### src/rtl/data_mem_arbiter_if.sv
// Bus bundle for the data-memory arbiter: CPU port, loader/DMA port, shared memory
// port and status. The arbiter uses the slave view; the environment uses master.
interface data_mem_arbiter_if #(
  parameter int AW = 32,
  parameter int DW = 32
);
  logic          cpu_req;
  logic          cpu_we;
  logic [AW-1:0] cpu_addr;
  logic [DW-1:0] cpu_wdata;
  logic [DW-1:0] cpu_rdata;
  logic          cpu_ack;
  logic          cpu_stall;

  logic          dma_req;
  logic          dma_we;
  logic [AW-1:0] dma_addr;
  logic [DW-1:0] dma_wdata;
  logic [DW-1:0] dma_rdata;
  logic          dma_ack;

  logic [AW-1:0] mem_addr;
  logic [DW-1:0] mem_wdata;
  logic          mem_we;
  logic [DW-1:0] mem_rdata;

  logic          busy;
  logic          last_grant;

  modport slave (
    input  cpu_req, cpu_we, cpu_addr, cpu_wdata,
    input  dma_req, dma_we, dma_addr, dma_wdata,
    input  mem_rdata,
    output cpu_rdata, cpu_ack, cpu_stall,
    output dma_rdata, dma_ack,
    output mem_addr, mem_wdata, mem_we,
    output busy, last_grant
  );

  modport master (
    output cpu_req, cpu_we, cpu_addr, cpu_wdata,
    output dma_req, dma_we, dma_addr, dma_wdata,
    output mem_rdata,
    input  cpu_rdata, cpu_ack, cpu_stall,
    input  dma_rdata, dma_ack,
    input  mem_addr, mem_wdata, mem_we,
    input  busy, last_grant
  );
endinterface

### src/rtl/data_mem_arbiter.sv
// Two-port (CPU / loader) round-robin arbiter in front of a single data memory.
// Each granted access is latched and held for ACCESS_CYCLES cycles before completing.
module data_mem_arbiter #(
  parameter int AW            = 32,
  parameter int DW            = 32,
  parameter int ACCESS_CYCLES = 1
) (
  input  logic              CLK,
  input  logic              Reset,
  data_mem_arbiter_if.slave bus
);
  typedef enum logic [1:0] {
    IDLE    = 2'd0,
    CPU_ACC = 2'd1,
    DMA_ACC = 2'd2
  } state_e;

  localparam logic [3:0] CNT_LOAD = 4'(ACCESS_CYCLES - 1);

  state_e        state_q, state_d;
  logic [3:0]    cnt_q, cnt_d;
  logic          last_grant_q, last_grant_d;
  logic          we_q, we_d;
  logic [AW-1:0] addr_q, addr_d;
  logic [DW-1:0] wdata_q, wdata_d;
  logic [DW-1:0] cpu_rdata_q, cpu_rdata_d;
  logic [DW-1:0] dma_rdata_q, dma_rdata_d;
  logic          final_cyc;

  // Completion is suppressed while Reset is low so an abandoned access never
  // pulses ack or writes memory, even in its would-be final cycle.
  assign final_cyc = (state_q != IDLE) && (cnt_q == 4'd0) && Reset;

  always_comb begin
    state_d      = state_q;
    cnt_d        = cnt_q;
    last_grant_d = last_grant_q;
    we_d         = we_q;
    addr_d       = addr_q;
    wdata_d      = wdata_q;
    cpu_rdata_d  = cpu_rdata_q;
    dma_rdata_d  = dma_rdata_q;
    case (state_q)
      IDLE: begin
        // On a tie the CPU wins only if the DMA owned the last access.
        if (bus.cpu_req && (!bus.dma_req || last_grant_q)) begin
          state_d = CPU_ACC;
          cnt_d   = CNT_LOAD;
          we_d    = bus.cpu_we;
          addr_d  = bus.cpu_addr;
          wdata_d = bus.cpu_wdata;
        end else if (bus.dma_req) begin
          state_d = DMA_ACC;
          cnt_d   = CNT_LOAD;
          we_d    = bus.dma_we;
          addr_d  = bus.dma_addr;
          wdata_d = bus.dma_wdata;
        end
      end
      CPU_ACC, DMA_ACC: begin
        if (cnt_q == 4'd0) begin
          state_d      = IDLE;
          last_grant_d = (state_q == DMA_ACC);
          if (!we_q) begin
            if (state_q == DMA_ACC) dma_rdata_d = bus.mem_rdata;
            else                    cpu_rdata_d = bus.mem_rdata;
          end
        end else begin
          cnt_d = cnt_q - 4'd1;
        end
      end
      default: state_d = IDLE;
    endcase
  end

  always_ff @(posedge CLK) begin
    if (!Reset) begin
      state_q      <= IDLE;
      cnt_q        <= 4'd0;
      last_grant_q <= 1'b1;
      we_q         <= 1'b0;
      addr_q       <= '0;
      wdata_q      <= '0;
      cpu_rdata_q  <= '0;
      dma_rdata_q  <= '0;
    end else begin
      state_q      <= state_d;
      cnt_q        <= cnt_d;
      last_grant_q <= last_grant_d;
      we_q         <= we_d;
      addr_q       <= addr_d;
      wdata_q      <= wdata_d;
      cpu_rdata_q  <= cpu_rdata_d;
      dma_rdata_q  <= dma_rdata_d;
    end
  end

  assign bus.mem_addr   = addr_q;
  assign bus.mem_wdata  = wdata_q;
  assign bus.mem_we     = final_cyc && we_q;
  assign bus.cpu_ack    = final_cyc && (state_q == CPU_ACC);
  assign bus.dma_ack    = final_cyc && (state_q == DMA_ACC);
  assign bus.cpu_stall  = bus.cpu_req && !(final_cyc && (state_q == CPU_ACC));
  assign bus.cpu_rdata  = cpu_rdata_q;
  assign bus.dma_rdata  = dma_rdata_q;
  assign bus.busy       = (state_q != IDLE);
  assign bus.last_grant = last_grant_q;
endmodule

### src/flat_wrapper.sv
// flat-port wrapper written by rule: the top's interface ports become plain ports
module data_mem_arbiter_flat 
#(
  parameter int AW            = 32,
  parameter int DW            = 32,
  parameter int ACCESS_CYCLES = 1
)
  (CLK, Reset, bus_cpu_req, bus_cpu_we, bus_cpu_addr, bus_cpu_wdata, bus_dma_req, bus_dma_we, bus_dma_addr, bus_dma_wdata, bus_mem_rdata, bus_cpu_rdata, bus_cpu_ack, bus_cpu_stall, bus_dma_rdata, bus_dma_ack, bus_mem_addr, bus_mem_wdata, bus_mem_we, bus_busy, bus_last_grant);
  data_mem_arbiter_if #(.AW(AW), .DW(DW)) bus_i ();
  input  logic CLK;
  input  logic Reset;
  input wire logic [$bits(bus_i.cpu_req)-1:0] bus_cpu_req;
  input wire logic [$bits(bus_i.cpu_we)-1:0] bus_cpu_we;
  input wire logic [$bits(bus_i.cpu_addr)-1:0] bus_cpu_addr;
  input wire logic [$bits(bus_i.cpu_wdata)-1:0] bus_cpu_wdata;
  input wire logic [$bits(bus_i.dma_req)-1:0] bus_dma_req;
  input wire logic [$bits(bus_i.dma_we)-1:0] bus_dma_we;
  input wire logic [$bits(bus_i.dma_addr)-1:0] bus_dma_addr;
  input wire logic [$bits(bus_i.dma_wdata)-1:0] bus_dma_wdata;
  input wire logic [$bits(bus_i.mem_rdata)-1:0] bus_mem_rdata;
  output wire logic [$bits(bus_i.cpu_rdata)-1:0] bus_cpu_rdata;
  output wire logic [$bits(bus_i.cpu_ack)-1:0] bus_cpu_ack;
  output wire logic [$bits(bus_i.cpu_stall)-1:0] bus_cpu_stall;
  output wire logic [$bits(bus_i.dma_rdata)-1:0] bus_dma_rdata;
  output wire logic [$bits(bus_i.dma_ack)-1:0] bus_dma_ack;
  output wire logic [$bits(bus_i.mem_addr)-1:0] bus_mem_addr;
  output wire logic [$bits(bus_i.mem_wdata)-1:0] bus_mem_wdata;
  output wire logic [$bits(bus_i.mem_we)-1:0] bus_mem_we;
  output wire logic [$bits(bus_i.busy)-1:0] bus_busy;
  output wire logic [$bits(bus_i.last_grant)-1:0] bus_last_grant;
  assign bus_i.cpu_req = bus_cpu_req;
  assign bus_i.cpu_we = bus_cpu_we;
  assign bus_i.cpu_addr = bus_cpu_addr;
  assign bus_i.cpu_wdata = bus_cpu_wdata;
  assign bus_i.dma_req = bus_dma_req;
  assign bus_i.dma_we = bus_dma_we;
  assign bus_i.dma_addr = bus_dma_addr;
  assign bus_i.dma_wdata = bus_dma_wdata;
  assign bus_i.mem_rdata = bus_mem_rdata;
  assign bus_cpu_rdata = bus_i.cpu_rdata;
  assign bus_cpu_ack = bus_i.cpu_ack;
  assign bus_cpu_stall = bus_i.cpu_stall;
  assign bus_dma_rdata = bus_i.dma_rdata;
  assign bus_dma_ack = bus_i.dma_ack;
  assign bus_mem_addr = bus_i.mem_addr;
  assign bus_mem_wdata = bus_i.mem_wdata;
  assign bus_mem_we = bus_i.mem_we;
  assign bus_busy = bus_i.busy;
  assign bus_last_grant = bus_i.last_grant;
  data_mem_arbiter #(.AW(AW), .DW(DW), .ACCESS_CYCLES(ACCESS_CYCLES)) u_core (.CLK(CLK), .Reset(Reset), .bus(bus_i));
endmodule
### config.mk
export PLATFORM = sky130hd
export DESIGN_NAME = data_mem_arbiter_flat
export DESIGN_NICKNAME = d
export VERILOG_FILES = /design/src/rtl/data_mem_arbiter_if.sv /design/src/rtl/data_mem_arbiter.sv /design/src/flat_wrapper.sv
export SDC_FILE = /design/constraint.sdc
export NUM_CORES = 1
export LEC_CHECK = 0
export CAP_MARGIN = 20
export CORE_MARGIN = 10
export CORE_UTILIZATION = 31
export DETAILED_ROUTE_END_ITERATION = 6
export PLACE_DENSITY = 0.79
export SLEW_MARGIN = 20
export SYNTH_ARGS = -nofsm -noshare
export SYNTH_HDL_FRONTEND = slang
export SYNTH_SLANG_ARGS = --single-unit
### constraint.sdc
create_clock -name CLK -period 1.65 [get_ports CLK]
set_input_delay 0.33 -clock CLK [delete_from_list [all_inputs] [get_ports CLK]]
set_output_delay 0.33 -clock CLK [all_outputs]
set_load 0.1 [all_outputs]
After elaboration in Yosys (flattened, before gate mapping)
Index checks and enable logic that the tools add are counted.
Widths: inputs -> output; s select.
{"block": "classes", "add_sub_neg": 1, "eq_ne": 5, "n_mux": 14, "bitwise": 2, "n_reduce_logical": 22}
{"operator": "$mux 32", "n": 4}
{"operator": "$mux 4", "n": 3}
{"operator": "$pmux 4 s2", "n": 1}
{"operator": "$reduce_and 4->1", "n": 2}
{"operator": "$logic_and 1x1->1", "n": 7}
{"operator": "$mux 2", "n": 3}
{"operator": "$reduce_and 2->1", "n": 3}
{"operator": "$reduce_bool 2->1", "n": 3}
{"operator": "$logic_not 4->1", "n": 1}
{"operator": "$pmux 2 s2", "n": 1}
{"operator": "$sub 4x1->4 const B", "n": 1}
{"operator": "$ne 3x2->1 const B", "n": 1}
{"operator": "$reduce_and 3->1", "n": 1}
{"operator": "$eq 2x1->1 const B", "n": 1}
{"operator": "$eq 2x2->1 const B", "n": 1}
{"operator": "$logic_not 1->1", "n": 2}
{"operator": "$logic_not 2->1", "n": 1}
{"operator": "$mux 1", "n": 2}
{"operator": "$ne 2x1->1 const B", "n": 1}
{"operator": "$ne 2x2->1 const B", "n": 1}
{"operator": "$not 1->1", "n": 2}
{"operator": "$reduce_or 2->1", "n": 1}
{"operator": "$logic_or 1x1->1", "n": 1}
{"block": "word_totals", "regBits": 136, "input_bits": 166, "out_inout_bits": 134, "elab_cells": 52}

Longest topological paths before layout
{"block": "depth", "ltp_word": 6, "depth_mapped": 8, "mapped_depth_nobuf": 5}

Least setup slack after synthesis
No wires, ideal clock.
{"block": "synth_path", "path_type": "flip-flop to output port", "startpoint": "register u_core.cnt_q[0]", "endpoint": "output bus_cpu_stall", "t_arrival_ps": 2373, "required_time_ps": 1320, "path_slack_ps": -1053, "stages_incl_launch_ff": 6, "path_buffers": 0, "path_cell_list": "dfxtp_1 > inv_1 > ha_1 > or3b_2 > nor3_1 > a21oi_1"}
{"block": "synth_between", "elab_chain_len": 6}
{"item": "start, declared", "line": "data_mem_arbiter.sv:21", "source": "logic [3:0] cnt_q, cnt_d;"}
{"item": "start signal, assigned", "line": "data_mem_arbiter.sv:88", "source": "cnt_q <= cnt_d;"}
{"item": "$logic_not 4->1", "line": "data_mem_arbiter.sv:32", "source": "assign final_cyc = (state_q != IDLE) && (cnt_q == 4'd0) && Reset;"}
{"item": "$logic_and 1x1->1 (2 in a row)", "line": "data_mem_arbiter.sv:32"}
{"item": "$logic_and 1x1->1", "line": "data_mem_arbiter.sv:103", "source": "assign bus.cpu_stall = bus.cpu_req && !(final_cyc && (state_q == CPU_ACC));"}
{"item": "$logic_not 1->1", "line": "data_mem_arbiter.sv:103"}
{"item": "$logic_and 1x1->1", "line": "data_mem_arbiter.sv:103"}
{"item": "end, declared", "line": "flat_wrapper.sv:23", "source": "output wire logic [$bits(bus_i.cpu_stall)-1:0] bus_cpu_stall;"}
No other way between the ends.

Worst setup path after layout
{"block": "layout_path", "startpoint": "register u_core.cnt_q[1]", "endpoint": "output bus_mem_we"}
{"block": "layout_between", "elab_chain_len": 4}
{"item": "$logic_not 4->1", "line": "data_mem_arbiter.sv:32"}
{"item": "$logic_and 1x1->1 (2 in a row)", "line": "data_mem_arbiter.sv:32"}
{"item": "$logic_and 1x1->1", "line": "data_mem_arbiter.sv:100", "source": "assign bus.mem_we = final_cyc && we_q;"}
{"item": "end, declared", "line": "flat_wrapper.sv:28", "source": "output wire logic [$bits(bus_i.mem_we)-1:0] bus_mem_we;"}
No other way between the ends.

==> results.sh <==
export IMPL_outcome="complete, but fails checks"
export IMPL_violations="negative setup slack"
export IMPL_top_layer="met4"
export IMPL_postRouteAntennaNets=0
export IMPL_vias=6508
export IMPL_wl_met1_mm=10.18
export IMPL_synth_mux_area_share_pct=10.99
export IMPL_period_minus_slack_ps=2308
export IMPL_syn_area_um2=5918
export IMPL_synth_top_area_cell="dfxtp_1"
export IMPL_synth_distinct_cells=37
export IMPL_vias_per_cell=5.223
export IMPL_syn_area_per_cell_um2=8.755
export IMPL_yosys_cell_count_top_type="dfxtp_1"
export IMPL_wl_per_cell_um=21.65
export IMPL_synth_edf_count=0
export IMPL_setup_ws_ps=-658.3
export IMPL_synthAdderAreaFrac_pct=0.8457
export IMPL_yosys_warnings=0
export IMPL_setup_tns_ps=-4455
export IMPL_path_common_cell="buf_12"
export IMPL_clk_latency_ps=420
export IMPL_tritoncts="built"
export IMPL_synthTopCellsByCount="dfxtp_1 (136), o21ai_0 (131), nand2_1 (101)"
export IMPL_synth_xor_area_share_pct=0
export IMPL_wl_met3_mm=3.011
export IMPL_first_iter_violations=286
export IMPL_grt_max_degree=117
export IMPL_ios=300
export IMPL_cp_arrival_ps=1980
export IMPL_power_density_nw_per_um2=1425
export IMPL_cp_end_kind="primary output"
export IMPL_rsz0062_at_grt="true"
export IMPL_peakVddDrop_uv=786.3
export IMPL_grt_pass1_wl_mm=35.07
export IMPL_finalSetupViolations=58
export IMPL_cp_slowest_cell="or3b_4"
export IMPL_rows=50
export IMPL_drv_cap=0
export IMPL_drt_pass1_iter_count=6
export IMPL_max_stage_delay_ps=390
export IMPL_initial_utilization_pct=31.53
export IMPL_clk_path_buf_depth=2
export IMPL_synthCells=676
export IMPL_worstSetupPathType="register to primary output"
export IMPL_required_ps=1320
export IMPL_maxSlewHeadroom_pct=47.29
export IMPL_finalInstanceArea_um2=12450
export IMPL_period_share_pct=139.9
export IMPL_antenna_found_initial=1
export IMPL_ys_seq_elements=136
export IMPL_fillers=1333
export IMPL_finalMaxSlewViolations=0
export IMPL_startpoint_type="register"
export IMPL_drt_wl_total_mm=26.97
export IMPL_grt_overflow_total=0
export IMPL_core_area_um2=18770
export IMPL_die_h_um=158.2
export IMPL_p_leak_nw=5.038
export IMPL_syn_to_final_growth_pct=110.4
export IMPL_dpl_hpwl_mm=17.78
export IMPL_hp_class="primary input to register"
export IMPL_cts_htree_levels=4
export IMPL_grt_pass1_vias=6278
export IMPL_design_die_area_um2=25020
export IMPL_syn_num_nets=846
export IMPL_path_buf_inv=3
export IMPL_cts_root_buf="clkbuf_16"
export IMPL_cts_buffers=17
export IMPL_ys_seq_area_share_pct=46.00
export IMPL_grtUsageTotal_pct=17.96
export IMPL_hold_buffers=0
export IMPL_worst_slew_pin_slew_ps=790.7
export IMPL_clk_pin_slew_worst_paths_ps=60
export IMPL_fmax_ghz=0.4332
export IMPL_synthTopCellsByArea="dfxtp_1 (46%), o21ai_0 (11%), mux2i_1 (11%)"
export IMPL_synth_top_family_by_area="compound AO/OA/AOI/OAI gates"
export IMPL_yosys_area_share_simple_pct=16.49
export IMPL_die_width_um=158.2
export IMPL_synth_compound_area_share_pct=20.02
export IMPL_cpLargestDelayFamily="simple AND/OR/NAND/NOR gates"
export IMPL_async_flop_share_pct=0
export IMPL_yosysTopAreaCellShare_pct=46.00
export IMPL_cp_max_fo=4
export IMPL_route_detailed_drc=0
export IMPL_port_buffers=299
export IMPL_drive_gt1_share_pct=32.54
export IMPL_finalHoldViolations=0
export IMPL_wl_met2_mm=13.34
export IMPL_crit_chain="inv_2 > ha_4 > or3b_4 > nor3_4 > buf_12 > and2_4 > buf_12"
export IMPL_clock_sinks=136
export IMPL_gp_congestion=0.8328
export IMPL_dpl_cell_area_um2=10760
export IMPL_fin_nets=1168
export IMPL_synth_top_flop_cell="dfxtp_1"
export IMPL_skew_ps=15.20
-- worst reg2reg max path, stage by stage, from the launching register on --
cell       delay (ps)
dfxtp_2           330
inv_2              50
buf_4             120
ha_1              260
nor2_1            330
nand2_8           110
bufbuf_16         300
mux2i_1           190
-- cell type report --
cell class                      instances  area, um^2  share of cell area, %
Inverter                               10       40.04                 0.3215
Timing Repair Buffer                  370        5319                  42.71
Clock buffer                           19       432.9                  3.476
Clock inverter                         13       147.6                  1.185
Tap cell                              234       292.8                  2.351
Antenna cell                            1       2.502                0.02009
Sequential cell                       136        2729                  21.91
Multi-Input combinational cell        463        3491                  28.03
-- cell usage in the layout, fill, tap and decap left out, types with 11 or more instances in the layout --
cell / n
nand2_1: 100
buf_6: 11
nand3b_1: 66
a31oi_1: 46
buf_4: 32
buf_12: 149
clkbuf_16: 24
o21ai_1: 15
clkdlybuf4s50_1: 163
mux2i_1: 64
o21ai_0: 72
o21ai_4: 13
dfxtp_1: 131
o21ai_2: 31
a31oi_4: 13
-- per-layer routing --
layer  vias to the layer above  GRT usage (%)
li1                       3076              -
met1                      3086          19.04
met2                       316          30.75
met3                        30          9.227
met4                         0          4.764
met5                         -              0
-- report_power, final --
part / internal [mW] / leakage (nW) / switching [mW] / total, mW
Sequential: 3.81 / 1.12 / 0.613 / 4.42
Clock: 2.25 / 0.287 / 1.57 / 3.81
Combinational: 3.87 / 3.63 / 5.65 / 9.52
Total: 9.92 / 5.04 / 7.83 / 17.8
-- worst paths after layout --
path | from | end | slack (ps) | cells after the start
max | u_core.cnt_q[1]$_SDFFE_PN0P_ | bus_mem_we | -660 | 7
min | Reset | u_core.bus.last_grant$_SDFFE_PN1P_ | 280 | 3
max reg2reg | u_core.state_q[0]$_SDFFE_PN0P_ | u_core.bus.cpu_rdata[27]$_SDFFE_PN0P_ | -130 | 7
min reg2reg | u_core.bus.dma_rdata[17]$_SDFFE_PN0P_ | u_core.bus.dma_rdata[17]$_SDFFE_PN0P_ | 490 | 2
-- cell families after synthesis --
kind of cell	Yosys count
fa+ha+maj	4
simple gates	181
buf+inv	78
compound gates	212
mux	65
flops	136
-- through the flow --
step                setup WS, ps  hold WS (ps)  instances  util, %  total power, mW
detailed placement        -233.7         489.6       1180    57.31            12.64
global route              -748.8         271.7       1245    66.35            18.32
CTS                       -691.5         257.7       1221    61.31            16.69
floorplan                 -209.3         455.5        676        -            9.148
finish                    -658.3         275.9       1246    66.36            17.75
global placement          -208.3         481.9       1180    57.31            12.54
-- sequential cells by signal (all words and copies together) (netlist names) --
signal                 cells
u_core.state_q             2
u_core.bus.mem_wdata      32
u_core.bus.cpu_rdata      32
u_core.we_q                1
u_core.bus.mem_addr       32
u_core.bus.dma_rdata      32
u_core.bus.last_grant      1
u_core.cnt_q               4
-- what timing repair did --
action / in CTS / in global routing
buffers inserted: 6 / 10
gates cloned: 3 / 14
pin swaps: 5 / 9
resized for setup: 16 / 162
setup endpoints to repair: 69 / 105
Note: power is estimated with default switching activity, not from simulation.
